File: src/rtl/kb_ps2_pkg.sv
// kb_ps2_pkg: key indices, PS/2 special bytes, scan-code-to-matrix map and composite key table
// Shared by ps2_rx (receiver state type) and ps2_kb_matrix (decoder).
// Composite helpers are only referenced when KB_COMPOSITE_KEYS_EN is defined.
package kb_ps2_pkg;
    localparam logic [5:0] KB_CS  = 6'd0,  KB_Z = 6'd1,  KB_X = 6'd2,  KB_C = 6'd3,  KB_V = 6'd4;
    localparam logic [5:0] KB_A   = 6'd5,  KB_S = 6'd6,  KB_D = 6'd7,  KB_F = 6'd8,  KB_G = 6'd9;
    localparam logic [5:0] KB_Q   = 6'd10, KB_W = 6'd11, KB_E = 6'd12, KB_R = 6'd13, KB_T = 6'd14;
    localparam logic [5:0] KB_1   = 6'd15, KB_2 = 6'd16, KB_3 = 6'd17, KB_4 = 6'd18, KB_5 = 6'd19;
    localparam logic [5:0] KB_0   = 6'd20, KB_9 = 6'd21, KB_8 = 6'd22, KB_7 = 6'd23, KB_6 = 6'd24;
    localparam logic [5:0] KB_P   = 6'd25, KB_O = 6'd26, KB_I = 6'd27, KB_U = 6'd28, KB_Y = 6'd29;
    localparam logic [5:0] KB_ENT = 6'd30, KB_L = 6'd31, KB_K = 6'd32, KB_J = 6'd33, KB_H = 6'd34;
    localparam logic [5:0] KB_SP  = 6'd35, KB_SS = 6'd36, KB_M = 6'd37, KB_N = 6'd38, KB_B = 6'd39;
    localparam logic [7:0] PS2_EXT = 8'hE0, PS2_BRK = 8'hF0, PS2_PAUSE = 8'hE1, PS2_BAT = 8'hAA;
    localparam int PAUSE_SKIP = 7;
    typedef enum logic [1:0] {RX_IDLE, RX_DATA, RX_PARITY, RX_STOP} rx_state_e;
    // {ext, code} -> {hit, matrix index}
    function automatic logic [6:0] kb_map(input logic ext, input logic [7:0] code);
        if (ext) return (code == 8'h14) ? {1'b1, KB_SS} : 7'd0;
        case (code)
            8'h12, 8'h59: return {1'b1, KB_CS};
            8'h1A: return {1'b1, KB_Z};   8'h22: return {1'b1, KB_X};   8'h21: return {1'b1, KB_C};
            8'h2A: return {1'b1, KB_V};   8'h1C: return {1'b1, KB_A};   8'h1B: return {1'b1, KB_S};
            8'h23: return {1'b1, KB_D};   8'h2B: return {1'b1, KB_F};   8'h34: return {1'b1, KB_G};
            8'h15: return {1'b1, KB_Q};   8'h1D: return {1'b1, KB_W};   8'h24: return {1'b1, KB_E};
            8'h2D: return {1'b1, KB_R};   8'h2C: return {1'b1, KB_T};   8'h16: return {1'b1, KB_1};
            8'h1E: return {1'b1, KB_2};   8'h26: return {1'b1, KB_3};   8'h25: return {1'b1, KB_4};
            8'h2E: return {1'b1, KB_5};   8'h45: return {1'b1, KB_0};   8'h46: return {1'b1, KB_9};
            8'h3E: return {1'b1, KB_8};   8'h3D: return {1'b1, KB_7};   8'h36: return {1'b1, KB_6};
            8'h4D: return {1'b1, KB_P};   8'h44: return {1'b1, KB_O};   8'h43: return {1'b1, KB_I};
            8'h3C: return {1'b1, KB_U};   8'h35: return {1'b1, KB_Y};   8'h5A: return {1'b1, KB_ENT};
            8'h4B: return {1'b1, KB_L};   8'h42: return {1'b1, KB_K};   8'h3B: return {1'b1, KB_J};
            8'h33: return {1'b1, KB_H};   8'h29: return {1'b1, KB_SP};  8'h14: return {1'b1, KB_SS};
            8'h3A: return {1'b1, KB_M};   8'h31: return {1'b1, KB_N};   8'h32: return {1'b1, KB_B};
            default: return 7'd0;
        endcase
    endfunction
    // {ext, code} -> {hit, composite slot}: 0 Backspace, 1 Left, 2 Down, 3 Up, 4 Right
    function automatic logic [3:0] comp_map(input logic ext, input logic [7:0] code);
        if (!ext) return (code == 8'h66) ? 4'b1_000 : 4'd0;
        case (code)
            8'h6B: return 4'b1_001;
            8'h72: return 4'b1_010;
            8'h75: return 4'b1_011;
            8'h74: return 4'b1_100;
            default: return 4'd0;
        endcase
    endfunction
    // composite slot -> matrix bits it presses (always CS plus one key)
    function automatic logic [39:0] comp_exp(input logic [2:0] slot);
        logic [5:0] key;
        key = (slot == 3'd0) ? KB_0 : (slot == 3'd1) ? KB_5 : (slot == 3'd2) ? KB_6 :
              (slot == 3'd3) ? KB_7 : KB_8;
        return (40'd1 << KB_CS) | (40'd1 << key);
    endfunction
endpackage

File: src/rtl/ps2_rx.sv
// ps2_rx: PS/2 byte receiver with input synchronisers, clock glitch filter, frame FSM and timeout
// Ports: clk/rst system clock and sync reset; ps2_clk_i/ps2_data_i raw PS/2 lines;
//        byte_valid_o strobe with byte_o for each good frame; err_o strobe on any frame error.
module ps2_rx
    import kb_ps2_pkg::*;
#(
    parameter int FILTER_LEN  = 8,
    parameter int TIMEOUT_CYC = 3250
) (
    input  logic       clk,
    input  logic       rst,
    input  logic       ps2_clk_i,
    input  logic       ps2_data_i,
    output logic       byte_valid_o,
    output logic [7:0] byte_o,
    output logic       err_o
);
    localparam int FW = $clog2(FILTER_LEN + 1);
    localparam int TW = $clog2(TIMEOUT_CYC + 1);
    logic [1:0]    clk_s_q, dat_s_q;
    logic          filt_q, par_q, fall, d;
    logic [FW-1:0] flt_q;
    logic [TW-1:0] to_q;
    logic [2:0]    bit_q;
    logic [7:0]    sh_q;
    rx_state_e     st_q;
    // the filtered clock flips on the FILTER_LEN-th consecutive differing sample
    assign fall = filt_q && !clk_s_q[1] && flt_q == FW'(FILTER_LEN - 1);
    assign d    = dat_s_q[1];
    always_ff @(posedge clk) begin
        if (rst) begin
            clk_s_q      <= 2'b11;
            dat_s_q      <= 2'b11;
            filt_q       <= 1'b1;
            flt_q        <= '0;
            to_q         <= '0;
            st_q         <= RX_IDLE;
            bit_q        <= 3'd0;
            sh_q         <= 8'd0;
            par_q        <= 1'b0;
            byte_valid_o <= 1'b0;
            byte_o       <= 8'd0;
            err_o        <= 1'b0;
        end else begin
            byte_valid_o <= 1'b0;
            err_o        <= 1'b0;
            clk_s_q      <= {clk_s_q[0], ps2_clk_i};
            dat_s_q      <= {dat_s_q[0], ps2_data_i};
            flt_q        <= (clk_s_q[1] == filt_q || flt_q == FW'(FILTER_LEN - 1)) ? '0 : flt_q + 1'b1;
            if (clk_s_q[1] != filt_q && flt_q == FW'(FILTER_LEN - 1)) filt_q <= clk_s_q[1];
            to_q <= (st_q == RX_IDLE || fall) ? '0 : to_q + 1'b1;
            if (fall) begin
                case (st_q)
                    RX_IDLE: begin
                        err_o <= d;
                        st_q  <= d ? RX_IDLE : RX_DATA;
                        bit_q <= 3'd0;
                    end
                    RX_DATA: begin
                        sh_q  <= {d, sh_q[7:1]};
                        bit_q <= bit_q + 3'd1;
                        if (bit_q == 3'd7) st_q <= RX_PARITY;
                    end
                    RX_PARITY: begin
                        par_q <= d;
                        st_q  <= RX_STOP;
                    end
                    RX_STOP: begin
                        st_q <= RX_IDLE;
                        if (d && ^{sh_q, par_q}) begin
                            byte_valid_o <= 1'b1;
                            byte_o       <= sh_q;
                        end else err_o <= 1'b1;
                    end
                endcase
            end else if (st_q != RX_IDLE && to_q == TW'(TIMEOUT_CYC - 1)) begin
                err_o <= 1'b1;
                st_q  <= RX_IDLE;
            end
        end
    end
endmodule

File: src/rtl/ps2_kb_matrix.sv
// ps2_kb_matrix: PS/2 set-2 keyboard decoder maintaining a Spectrum-style 8x5 held-key matrix
// Ports: clk/rst CPU clock and sync reset; ps2_clk/ps2_data raw PS/2 lines;
//        kb_state held keys (bit = row*5+col); scan_valid/scan_code received byte; frame_err error strobe.
// Optional: define KB_COMPOSITE_KEYS_EN to decode Backspace and cursor keys as CS+digit combinations.
module ps2_kb_matrix
    import kb_ps2_pkg::*;
#(
    parameter int FILTER_LEN  = 8,
    parameter int TIMEOUT_CYC = 3250
) (
    input  logic        clk,
    input  logic        rst,
    input  logic        ps2_clk,
    input  logic        ps2_data,
    output logic [39:0] kb_state,
    output logic        scan_valid,
    output logic [7:0]  scan_code,
    output logic        frame_err
);
    logic        rx_valid, rx_err;
    logic [7:0]  rx_byte, code_q;
    logic [39:0] kb_q, kb_d;
    logic        ext_q, ext_d, brk_q, brk_d, sv_q, fe_q;
    logic [2:0]  skip_q, skip_d;
    logic [6:0]  hit_idx;
`ifdef KB_COMPOSITE_KEYS_EN
    logic [4:0]  comp_q, comp_d;
    logic [3:0]  comp_hit;
    logic [39:0] comp_or;
`endif
    ps2_rx #(.FILTER_LEN(FILTER_LEN), .TIMEOUT_CYC(TIMEOUT_CYC)) u_rx (
        .clk(clk), .rst(rst), .ps2_clk_i(ps2_clk), .ps2_data_i(ps2_data),
        .byte_valid_o(rx_valid), .byte_o(rx_byte), .err_o(rx_err)
    );
    always_comb begin
        kb_d    = kb_q;
        ext_d   = ext_q;
        brk_d   = brk_q;
        skip_d  = skip_q;
        hit_idx = kb_map(ext_q, rx_byte);
`ifdef KB_COMPOSITE_KEYS_EN
        comp_d   = comp_q;
        comp_hit = comp_map(ext_q, rx_byte);
`endif
        if (rx_err) begin
            ext_d = 1'b0;
            brk_d = 1'b0;
        end else if (rx_valid) begin
            if (skip_q != 3'd0) skip_d = skip_q - 3'd1;
            else if (rx_byte == PS2_EXT) ext_d = 1'b1;
            else if (rx_byte == PS2_BRK) brk_d = 1'b1;
            else if (rx_byte != PS2_BAT) begin
                ext_d = 1'b0;
                brk_d = 1'b0;
                if (rx_byte == PS2_PAUSE) skip_d = 3'(PAUSE_SKIP);
                else if (rx_byte == 8'h00 || rx_byte == 8'hFF) begin
                    kb_d = '0;
`ifdef KB_COMPOSITE_KEYS_EN
                    comp_d = '0;
`endif
                end
                else if (hit_idx[6]) kb_d[hit_idx[5:0]] = !brk_q;
`ifdef KB_COMPOSITE_KEYS_EN
                else if (comp_hit[3]) comp_d[comp_hit[2:0]] = !brk_q;
`endif
            end
        end
    end
`ifdef KB_COMPOSITE_KEYS_EN
    // composite keys OR onto the direct matrix so they never release a physically held key
    always_comb begin
        comp_or = '0;
        for (int i = 0; i < 5; i++) if (comp_q[i]) comp_or |= comp_exp(3'(i));
    end
    assign kb_state = kb_q | comp_or;
`else
    assign kb_state = kb_q;
`endif
    assign scan_valid = sv_q;
    assign scan_code  = code_q;
    assign frame_err  = fe_q;
    always_ff @(posedge clk) begin
        if (rst) begin
            kb_q   <= '0;
            ext_q  <= 1'b0;
            brk_q  <= 1'b0;
            skip_q <= 3'd0;
            sv_q   <= 1'b0;
            fe_q   <= 1'b0;
            code_q <= 8'd0;
`ifdef KB_COMPOSITE_KEYS_EN
            comp_q <= '0;
`endif
        end else begin
            kb_q   <= kb_d;
            ext_q  <= ext_d;
            brk_q  <= brk_d;
            skip_q <= skip_d;
            sv_q   <= rx_valid;
            fe_q   <= rx_err;
            if (rx_valid) code_q <= rx_byte;
`ifdef KB_COMPOSITE_KEYS_EN
            comp_q <= comp_d;
`endif
        end
    end
endmodule

File: config.mk
export PLATFORM = sky130hd
export DESIGN_NAME = ps2_kb_matrix
export DESIGN_NICKNAME = d
export VERILOG_FILES = /design/src/rtl/kb_ps2_pkg.sv /design/src/rtl/ps2_rx.sv /design/src/rtl/ps2_kb_matrix.sv
export SDC_FILE = /design/constraint.sdc
export NUM_CORES = 1
export LEC_CHECK = 0
export CORE_AREA = 8 8 111 113
export DETAILED_ROUTE_END_ITERATION = 10
export DIE_AREA = 0 0 119 121
export PLACE_DENSITY = 0.76
export SYNTH_ARGS = -nofsm -noshare
export SYNTH_HDL_FRONTEND = slang
export SYNTH_SLANG_ARGS = --single-unit
File: constraint.sdc
create_clock -name clk -period 10.1 [get_ports clk]
set_input_delay 1.01 -clock clk [delete_from_list [all_inputs] [get_ports clk]]
set_output_delay 1.01 -clock clk [all_outputs]
set_load 0.05 [all_outputs]
==> results of run 1 <==
## cells by family after synthesis
group / after synthesis / share of synthesized area, %
buf+inv: 72 / 5.09
compound gates: 210 / 21.3
fa+ha+maj: 20 / 4.39
flops: 107 / 37.6
mux: 31 / 6.02
xor+xnor: 16 / 3.10
simple gates: 268 / 22.5
## metrics by stage
step / worst slack, ns / cells
finish: 5.80 / 887
global route: 5.52 / 887
CTS: 5.87 / 887
detailed placement: 5.90 / 871
global placement: 6.08 / 871
floorplan: 6.93 / 724
## flip-flops by register name, summed over array words and instances (netlist names), 2 cells and up, named ones only
register and flops:
kb_state 40, scan_code 8, skip_q 3, u_rx.bit_q 3
u_rx.byte_o 8, u_rx.clk_s_q 2, u_rx.dat_s_q 2, u_rx.flt_q 4
u_rx.sh_q 8, u_rx.st_q 2, u_rx.to_q 12
## worst max path at each step
stage / start / to / slack (ns) / cells after the start
after floorplan: u_rx.sh_q[4] / flip-flop / 6.93 / 11
after global placement: u_rx.flt_q[0] / flip-flop / 6.08 / 11
after detailed placement: u_rx.flt_q[0] / flip-flop / 5.90 / 11
after CTS: u_rx.flt_q[0] / flip-flop / 5.87 / 11
after global routing: u_rx.flt_q[0] / flip-flop / 5.52 / 11
final: u_rx.flt_q[0] / flip-flop / 5.80 / 11
## per-layer routing
| metal | track usage, % | vias up | part of all wire [%] |
|---|---|---|---|
| li1 | - | 2592 | - |
| met2 | 31.1 | 173 | 47 |
| met4 | 7.67 | 0 | 2.2 |
| met1 | 24.6 | 2422 | 46 |
| met5 | 0 | - | 0 |
| met3 | 3.86 | 26 | 5.6 |
## worst reg2reg max path, stage by stage (launching register included)
cell      delay (ns)
dfxtp_1         0.38
ha_1            0.21
and4b_1         0.44
nand4_1         0.20
mux2i_4         0.84
mux2i_1         0.24
nor2_1          0.43
inv_1           0.19
ha_1            0.40
mux4_2          0.50
a22oi_1         0.20
o311ai_1        0.13
## cells in the final DEF, fill, tap and decap left out, types with 6 or more instances in the layout
cell,count
o21ai_0,59
nor2b_1,9
clkdlybuf4s50_1,52
nand3_1,51
dfxtp_1,107
a22oi_1,11
mux2i_1,25
a21oi_1,97
xor2_1,9
nand2_1,57
inv_1,19
clkbuf_8,9
nor3_1,20
nand3b_1,8
nand2b_1,7
ha_1,20
nor2_1,79
nand4_1,6
## power by group through the flow
stage | clock, W | sequential [W] | combinational (W)
floorplan | 0 | 0.000433 | 0.00000714
global placement | 0 | 0.000433 | 0.00000914
detailed placement | 0 | 0.000433 | 0.00000939
CTS | 0.000275 | 0.000423 | 0.00000934
global route | 0.000290 | 0.000423 | 0.0000102
finish | 0.000268 | 0.000423 | 0.00000921
## cell type report
type,instances,area (µm²),share of cell area (%)
clock buffers,9,124,1.93
clock inverters,7,76.3,1.19
inverters,21,78.8,1.23
multi-input cells,545,3270,50.8
flip-flops and latches,107,2140,33.3
well taps,140,175,2.73
repair buffers,58,563,8.76
==> impl_metrics.csv, run 1 <==
group,metric,value,unit
power,power_frac_comb,1.3,%
worst_setup_path,ff2ff_setup_slack,5.80,ns
worst_setup_path,max_stage_delay,0.84,ns
synthesis,synth_top_area_share,37.6,%
power,seqPwrFrac,60.4,%
timing,hold_viol_final,0,
route,wl_per_cell,16.1,µm
route,viasPerCell,5.88,
timing,hold_ws,0.426,ns
timing,fmax,0.233,GHz
worst_setup_path,crit_top_cell,"ha_1",
status,outcome,"completed",
synthesis,synthCells,724,
grt,grt_max_degree,109,
power,p_leak,2.24,nW
worst_setup_path,worstPathMaxFanout,35,
power,p_clk_share,38.3,%
synthesis,synth_area,5700,µm²
floorplanning,die_area,14400,µm²
synthesis,synth_top_flop_cell,"dfxtp_1",
timing,slew_viol_final,0,
finish,filler_cell_count,925,
synthesis,synth_commonest_cells,"dfxtp_1 (107), a21oi_1 (97), nor2_1 (79), o21ai_0 (59), nand2_1 (57)",
finish,fin_util,60.6,%
hold_path,whs_path_depth,1,
synthesis,synth_warnings,0,
worst_setup_path,worstSetupEndpointType,"flip-flop",
timing,slew_headroom,17.6,%
worst_setup_path,arrival,4.54,ns
floorplanning,rows,38,
worst_setup_path,path_cells,"ha_1, and4b_1, nand4_1, mux2i_4, mux2i_1, nor2_1, inv_1, ha_1, mux4_2, a22oi_1, o311ai_1",
grt,grt_first_pass_wirelength,23300,µm
timing,rsz0062_at_grt,"false",
worst_setup_path,reg2reg_depth,11,
grt,grt_overflow,0,
clock_tree,cts_buffer_depth,2,
floorplanning,die_x,119,µm
power,vdd_ir_drop_max,65.0,µV
hold_path,min_path_type,"reg2reg",
place,routabilityCongestion,0.916,
synthesis,synth_top_area_cell,"dfxtp_1",
clock_tree,numCtsBuffers,9,
grt,antenna_found_initial,0,
floorplanning,start_util,53.8,%
floorplanning,fp.dieH,121,µm
clock_tree,cts.sinks,107,
hold_path,hold_path_end,"u_rx.clk_s_q[1]",
route,drc,0,
power,powerDensity,109,nW/µm²
clock_tree,postCtsResizedCells,0,
route,vias,5213,
timing,skew,0.00987,ns
clock_tree,cts_tree,"built",
power,p_total,0.000700,W
synthesis,synth.most_common_cell,"dfxtp_1",
worst_setup_path,path_class,"reg2reg",
synthesis,synth.yosys.seq_area_share,37.6,%
route,drtPass1Iterations,8,
clock_tree,hold_buffers,0,
power,sw_frac_of_total,22.7,%
clock_tree,worstSkewPairLatency,0.37,ns
floorplanning,core-area,10600,µm²
timing,setup_viol,0,
finish,design_area,6430,µm²
clock_tree,clk_pin_slew,0.10,ns
route,drt_iter0_markers,648,
grt,grt_usage,19.2,%
place,placed_cell_area,6230,µm²
clock_tree,cts_root_buffer,"clkbuf_8",
timing,period_share,42.6,%
power,internal-power,0.000541,W
place,numPortBuffers,53,
power,net-switching-power,0.000159,W
run,cap_violations,0,
route,wirelength,14300,µm
worst_setup_path,crit_path_top_delay_cell,"mux2i_4",
finish,areaGrowthSynthToFinish,12.8,%
synthesis,synth-edff-count,0,
route,antenna_left,0,
finish,fin_nets,766,
synthesis,synth_cell_types,64,
timing,worst_slew_pin_slew,1.24,ns
grt,grt_pass1_vias,4707,
place,dp.final_hpwl,10000,µm
clock_tree,cts_max_level,3,
finish,drive_gt1_share,5.35,%
hold_path,hp-start,"u_rx.clk_s_q[0]",
synthesis,synth.area.top_cells,"dfxtp_1 (38%), a21oi_1 (8.5%), nor2_1 (5.2%)",
synthesis,synth-async-reset-ratio,0,%
synthesis,ys_ff_latch,107,
worst_setup_path,required,10.34,ns
clock_tree,post-cts-setup-buffers,0,
finish,antenna_cells,0,
synthesis,synthesis.nets,748,
timing,tns,0,ns
floorplanning,ios,54,
worst_setup_path,startpoint_type,"flip-flop",
worst_setup_path,reg2reg_from,"u_rx.flt_q[0]",
timing,finalCriticalPeriod,4.30,ns
worst_setup_path,crit_family,"multiplexers",
worst_setup_path,cp_num_buf_inv,1,
synthesis,synth.avg_cell_area,7.87,µm²
No activity file was read; power rests on OpenSTA's default activity.
==> run 2, diff against run 1 <==
--- a/config.mk
+++ b/config.mk
@@ -5,10 +5,10 @@
 export SDC_FILE = /design/constraint.sdc
 export NUM_CORES = 1
 export LEC_CHECK = 0
-export CORE_AREA = 8 8 111 113
+export CORE_AREA = 8 8 114 116
 export DETAILED_ROUTE_END_ITERATION = 10
-export DIE_AREA = 0 0 119 121
-export PLACE_DENSITY = 0.76
+export DIE_AREA = 0 0 122 124
+export PLACE_DENSITY = 0.75
 export SYNTH_ARGS = -nofsm -noshare
 export SYNTH_HDL_FRONTEND = slang
 export SYNTH_SLANG_ARGS = --single-unit
==> constraint.sdc (replaced) <==
create_clock -name clk -period 3.77 [get_ports clk]
set_input_delay 0.377 -clock clk [delete_from_list [all_inputs] [get_ports clk]]
set_output_delay 0.377 -clock clk [all_outputs]
set_load 0.05 [all_outputs]
==> run 2 against run 1 <==
  * Critical path depth is 1 lower
  * Core utilization is 1.5 points lower
  * Flip-flop and latch count stayed put
  * Non-clock buffer count is 11 higher
  * Sequential share of layout area is 0.88 points lower
  * Highest routed layer unchanged
  * Clock-buffer cell count is 3 higher
  * Via count is 2.6% higher
  * Clock power grew to 3.4 times the previous value
  * Combinational power grew to 2.8 times the previous value
==> impl_metrics.csv, run 2 (synthesized netlist as in run 1, its figures left out) <==
group,metric,value,unit
timing,slew_viol_final,0,
clock_tree,cts_root_buffer,"clkbuf_16",
timing,worst_slew_pin_slew,1.11,ns
worst_setup_path,max_stage_delay,0.54,ns
worst_setup_path,reg2reg_depth,10,
worst_setup_path,crit_start,"u_rx.sh_q[3]",
run,cap_violations,0,
worst_setup_path,path_cells,"xor2_2, xnor3_2, mux2i_4, mux2i_1, nor2_1, inv_1, ha_1, mux4_2, a22oi_1, o311ai_1",
clock_tree,cts_max_level,3,
hold_path,min_path_type,"reg2reg",
clock_tree,worstSkewPairLatency,0.35,ns
clock_tree,hold_buffers,0,
floorplanning,fp.dieH,124,µm
route,wl_met2,7290,µm
clock_tree,clk_pin_slew,0.07,ns
finish,mostFrequentLayoutCell,"dfxtp_1",
worst_setup_path,crit_family,"multiplexers",
route,wirelength,15200,µm
clock_tree,postCtsResizedCells,0,
worst_setup_path,startpoint_type,"flip-flop",
finish,final_cell_mix,"dfxtp_1 (107), a21oi_1 (97), nor2_1 (79)",
place,routabilityCongestion,0.923,
timing,finalCriticalPeriod,3.47,ns
timing,tns,0,ns
route,wl_met3,858,µm
worst_setup_path,reg2reg_from,"u_rx.sh_q[3]",
finish,largest_reg_flops,40,
finish,areaGrowthSynthToFinish,15.8,%
finish,design_area,6600,µm²
route,antenna_left,0,
route,vias,5346,
timing,skew,0.00806,ns
route,drc,0,
worst_setup_path,path_class,"reg2reg",
status,outcome,"completed",
clock_tree,post-cts-setup-buffers,0,
power,p_total,0.00208,W
grt,grt_overflow,0,
finish,instances_no_fill,901,
floorplanning,rows,39,
finish,antenna_cells,0,
timing,period_share,92.1,%
hold_path,whs_path_depth,1,
place,dp.final_hpwl,10800,µm
grt,grt_usage,19.9,%
route,highest_layer,"met4",
worst_setup_path,crit_path_top_delay_cell,"dfxtp_1",
route,drt_iter0_markers,563,
floorplanning,core-area,11200,µm²
route,m1WireLength,6790,µm
clock_tree,cts_tree,"built",
finish,fin_nets,777,
worst_setup_path,worstPathMaxFanout,11,
grt,grt_pass1_vias,4893,
place,dp.cells,885,
clock_tree,cts.sinks,107,
worst_setup_path,arrival,3.71,ns
finish,drive_gt1_share,6.60,%
clock_tree,cts_buffer_depth,2,
grt,grt_first_pass_wirelength,24300,µm
floorplanning,ios,54,
grt,grt_max_degree,51,
floorplanning,die_x,122,µm
floorplanning,die_area,15100,µm²
worst_setup_path,cp.depth,10,
grt,antenna_found_initial,0,
worst_setup_path,ff2ff_setup_slack,0.30,ns
timing,rsz0062_at_grt,"false",
power,p_leak,2.33,nW
timing,slew_headroom,26.3,%
worst_setup_path,cp_num_buf_inv,1,
route,viasPerCell,5.93,
floorplanning,start_util,51.0,%
route,wl_per_cell,16.8,µm
place,placed_cell_area,6310,µm²
clock_tree,numCtsBuffers,9,
worst_setup_path,required,4.00,ns
timing,setup_viol,0,
timing,hold_viol_final,0,
place,numPortBuffers,53,
worst_setup_path,worstSetupEndpointType,"flip-flop",
power,powerDensity,315,nW/µm²
route,drtPass1Iterations,5,
timing,fmax,0.288,GHz
power,vdd_ir_drop_max,197,µV
run 2: cell types whose count changed in the layout (fill, tap and decap cells not counted):
cell,previous run,this run
clkbuf_8,9,2
bufinv_16,1,0
clkbuf_16,0,9
clkinvlp_4,1,2
clkbuf_1,0,1
clkinv_4,2,0
buf_4,5,16
inv_6,0,2
clkinv_2,2,0
inv_8,1,0
run 2: worst min-delay path by stage:
stage	from	end	slack (ns)
finish	u_rx.dat_s_q[0]	u_rx.dat_s_q[1]	0.41
detailed placement	u_rx.dat_s_q[0]	u_rx.dat_s_q[1]	0.40
CTS	u_rx.dat_s_q[0]	u_rx.dat_s_q[1]	0.42
global placement	u_rx.dat_s_q[0]	u_rx.dat_s_q[1]	0.39
floorplan	u_rx.clk_s_q[0]	u_rx.clk_s_q[1]	0.39
global route	u_rx.dat_s_q[0]	u_rx.dat_s_q[1]	0.42
run 2: worst reg2reg max path, cell delays in order, from the launching register on:
cell and delay [ns]:
dfxtp_1 0.54, xor2_2 0.17, xnor3_2 0.47, mux2i_4 0.21
mux2i_1 0.15, nor2_1 0.41, inv_1 0.21, ha_1 0.41
mux4_2 0.47, a22oi_1 0.19, o311ai_1 0.11
run 2: through the flow:
stage          util, %  setup WS (ns)  hold WS [ns]
2_1_floorplan        -          0.605         0.389
3_3_place_gp      56.5          0.486         0.394
3_5_place_dp      56.5          0.314         0.397
4_1_cts           59.1          0.316         0.417
5_1_grt           59.1         0.0385         0.425
6_report          59.1          0.296         0.413
run 2: layer usage:
| layer | global-route usage, % | vias to the layer above |
|---|---|---|
| li1 | - | 2622 |
| met1 | 24.6 | 2520 |
| met2 | 32.5 | 180 |
| met3 | 5.08 | 24 |
| met4 | 8.17 | 0 |
| met5 | 0 | - |
run 2: layout make-up:
type / instances / area [µm²]
fill: 1029 / 4570
multi-input combinational: 545 / 3270
sequential: 107 / 2140
timing repair buffer: 69 / 646
clock buffer: 12 / 256
tap: 143 / 179
inverter: 21 / 78.8
clock inverter: 4 / 32.5
run 2: where the power goes:
part	total, W	internal, W	switching, W
clock	0.000918	0.000490	0.000428
sequential	0.00113	0.00113	0.00000137
combinational	0.0000258	0.00000673	0.0000191
total	0.00208	0.00163	0.000449
==> run 3, diff against run 2 <==
--- a/config.mk
+++ b/config.mk
@@ -8,7 +8,10 @@
 export CORE_AREA = 8 8 114 116
 export DETAILED_ROUTE_END_ITERATION = 10
 export DIE_AREA = 0 0 122 124
+export GPL_ROUTABILITY_DRIVEN = 0
+export MAX_ROUTING_LAYER = met4
 export PLACE_DENSITY = 0.75
+export RECOVER_POWER = 50
 export SYNTH_ARGS = -nofsm -noshare
 export SYNTH_HDL_FRONTEND = slang
 export SYNTH_SLANG_ARGS = --single-unit
==> run 3 against run 2 <==
  * Combinational power fell by 2%
  * Via count fell by 0.19%
  * Global-route usage rose by 0.086 points
  * First-iteration DRC count rose by 35%
  * Clock skew rose by 0.0011 ns
  * Cell count fell by 0.67%
  * Critical path depth rose by 1
  * Die area did not move
  * Clock-buffer cell count did not move
==> impl_metrics.csv, run 3 (synthesized netlist as in run 1, its figures left out) <==
group,metric,value,unit
status,outcome,"completed",
worst_setup_path,startpoint_type,"flip-flop",
power,powerDensity,310,nW/µm²
finish,mostFrequentLayoutCell,"dfxtp_1",
power,vdd_ir_drop_max,272,µV
floorplanning,die_area,15100,µm²
clock_tree,numCtsBuffers,9,
floorplanning,ios,54,
grt,grt_max_degree,65,
clock_tree,cts_buffer_depth,2,
worst_setup_path,path_cells,"ha_1, and4b_2, nand4_1, mux2i_4, mux2i_1, nor2_2, inv_1, ha_1, mux4_2, a22oi_1, o311ai_1",
clock_tree,clk_pin_slew,0.07,ns
worst_setup_path,ff2ff_setup_slack,0.32,ns
timing,worst_slew_pin_slew,1.18,ns
worst_setup_path,worstPathMaxFanout,13,
route,viasPerCell,5.96,
hold_path,hold_path_end,"u_rx.dat_s_q[1]",
place,dp.final_hpwl,10100,µm
timing,finalCriticalPeriod,3.45,ns
clock_tree,worstSkewPairLatency,0.36,ns
floorplanning,core-area,11200,µm²
hold_path,hp-start,"u_rx.dat_s_q[0]",
clock_tree,cts.sinks,107,
hold_path,whs_path_depth,1,
run,cap_violations,0,
floorplanning,die_x,122,µm
grt,antenna_found_initial,0,
hold_path,min_path_type,"reg2reg",
finish,largest_reg_flops,40,
grt,grt_pass1_vias,4945,
route,drt_iter0_markers,762,
worst_setup_path,cp_num_buf_inv,1,
floorplanning,rows,39,
grt,grt_usage,20.0,%
route,vias,5336,
clock_tree,cts_tree,"built",
timing,skew,0.00919,ns
timing,hold_viol_final,0,
route,wl_per_cell,16.2,µm
grt,grt_overflow,0,
timing,period_share,91.6,%
worst_setup_path,reg2reg_from,"u_rx.flt_q[0]",
route,wirelength,14500,µm
finish,filler_cell_count,1009,
finish,drive_gt1_share,5.85,%
timing,slew_viol_final,0,
worst_setup_path,arrival,3.66,ns
worst_setup_path,path_class,"reg2reg",
floorplanning,start_util,51.0,%
place,numPortBuffers,53,
worst_setup_path,required,3.98,ns
finish,areaGrowthSynthToFinish,14.6,%
finish,antenna_cells,0,
floorplanning,fp.dieH,124,µm
finish,fin_nets,771,
worst_setup_path,crit_family,"multiplexers",
finish,fin_util,58.4,%
power,p_leak,2.39,nW
route,antenna_left,0,
timing,fmax,0.289,GHz
clock_tree,cts_root_buffer,"clkbuf_16",
timing,tns,0,ns
route,drtPass1Iterations,6,
worst_setup_path,max_stage_delay,0.48,ns
clock_tree,cts_max_level,3,
timing,slew_headroom,21.3,%
clock_tree,post-cts-setup-buffers,0,
worst_setup_path,crit_path_top_delay_cell,"mux4_2",
route,drc,0,
worst_setup_path,reg2reg_depth,11,
timing,setup_viol,0,
worst_setup_path,worstSetupEndpointType,"flip-flop",
finish,final_cell_mix,"dfxtp_1 (105), a21oi_1 (97), nor2_1 (78)",
worst_setup_path,crit_top_cell,"ha_1",
grt,grt_first_pass_wirelength,24000,µm
power,p_total,0.00203,W
timing,rsz0062_at_grt,"false",
run 3: changes by cell type in the layout (fill, tap and decap cells not counted), moves of 4 or more:
cell             delta
dlygate4sd3_1      +34
clkdlybuf4s50_1    -34
clkbuf_1            +4
buf_4               -8
run 3: stage by stage:
stage | setup WS [ns] | std cells | cell area (µm²) | hold slack (ns)
2_1_floorplan | 0.605 | 724 | 5700 | 0.389
3_3_place_gp | 0.345 | 879 | 6270 | 0.395
3_5_place_dp | 0.125 | 879 | 6270 | 0.395
4_1_cts | 0.0922 | 895 | 6530 | 0.411
5_1_grt | 0.0117 | 895 | 6530 | 0.423
6_report | 0.315 | 895 | 6530 | 0.409
run 3: timing repair:
action / CTS / global route
hold endpoints to repair: 0 / 0
hold buffers: 0 / 0
gates resized for setup: 0 / 4
setup endpoints to repair: 0 / 2
run 3: where the power goes:
part	switching (W)	internal, W	leakage (nW)
Sequential	0.00000142	0.00113	0.863
Clock	0.000419	0.000449	0.131
Combinational	0.0000194	0.00000586	1.40
run 3: routing by layer:
layer	share of wire, %	track usage (%)
met3	7.5	3.76
met5	0	-
met2	47	32.5
met1	43	23.8
met4	2.3	8.79
run 3: cell type report:
type / count / area (µm²) / share of cell area [%]
inverters: 21 / 78.8 / 1.21
clock inverters: 4 / 27.5 / 0.422
repair buffers: 63 / 593 / 9.08
clock buffers: 12 / 236 / 3.62
well taps: 143 / 179 / 2.74
flip-flops and latches: 107 / 2140 / 32.8
multi-input cells: 545 / 3270 / 50.1
run 3: worst max-delay path by stage:
stage	endpoint	cells past startpoint	slack, ns	startpoint
3_3_place_gp	flip-flop	11	0.35	u_rx.flt_q[0]
4_1_cts	flip-flop	11	0.09	u_rx.flt_q[0]
6_report	flip-flop	11	0.32	u_rx.flt_q[0]
3_5_place_dp	flip-flop	11	0.13	u_rx.flt_q[0]
2_1_floorplan	flip-flop	11	0.60	u_rx.sh_q[4]
5_1_grt	flip-flop	11	0.01	u_rx.flt_q[0]
run 3: worst register-to-register path, stage by stage (launching register included):
cell and delay [ns]:
dfxtp_1 0.36, ha_1 0.22, and4b_2 0.37, nand4_1 0.17, mux2i_4 0.35, mux2i_1 0.19, nor2_2 0.29, inv_1 0.17
ha_1 0.39, mux4_2 0.48, a22oi_1 0.19, o311ai_1 0.14
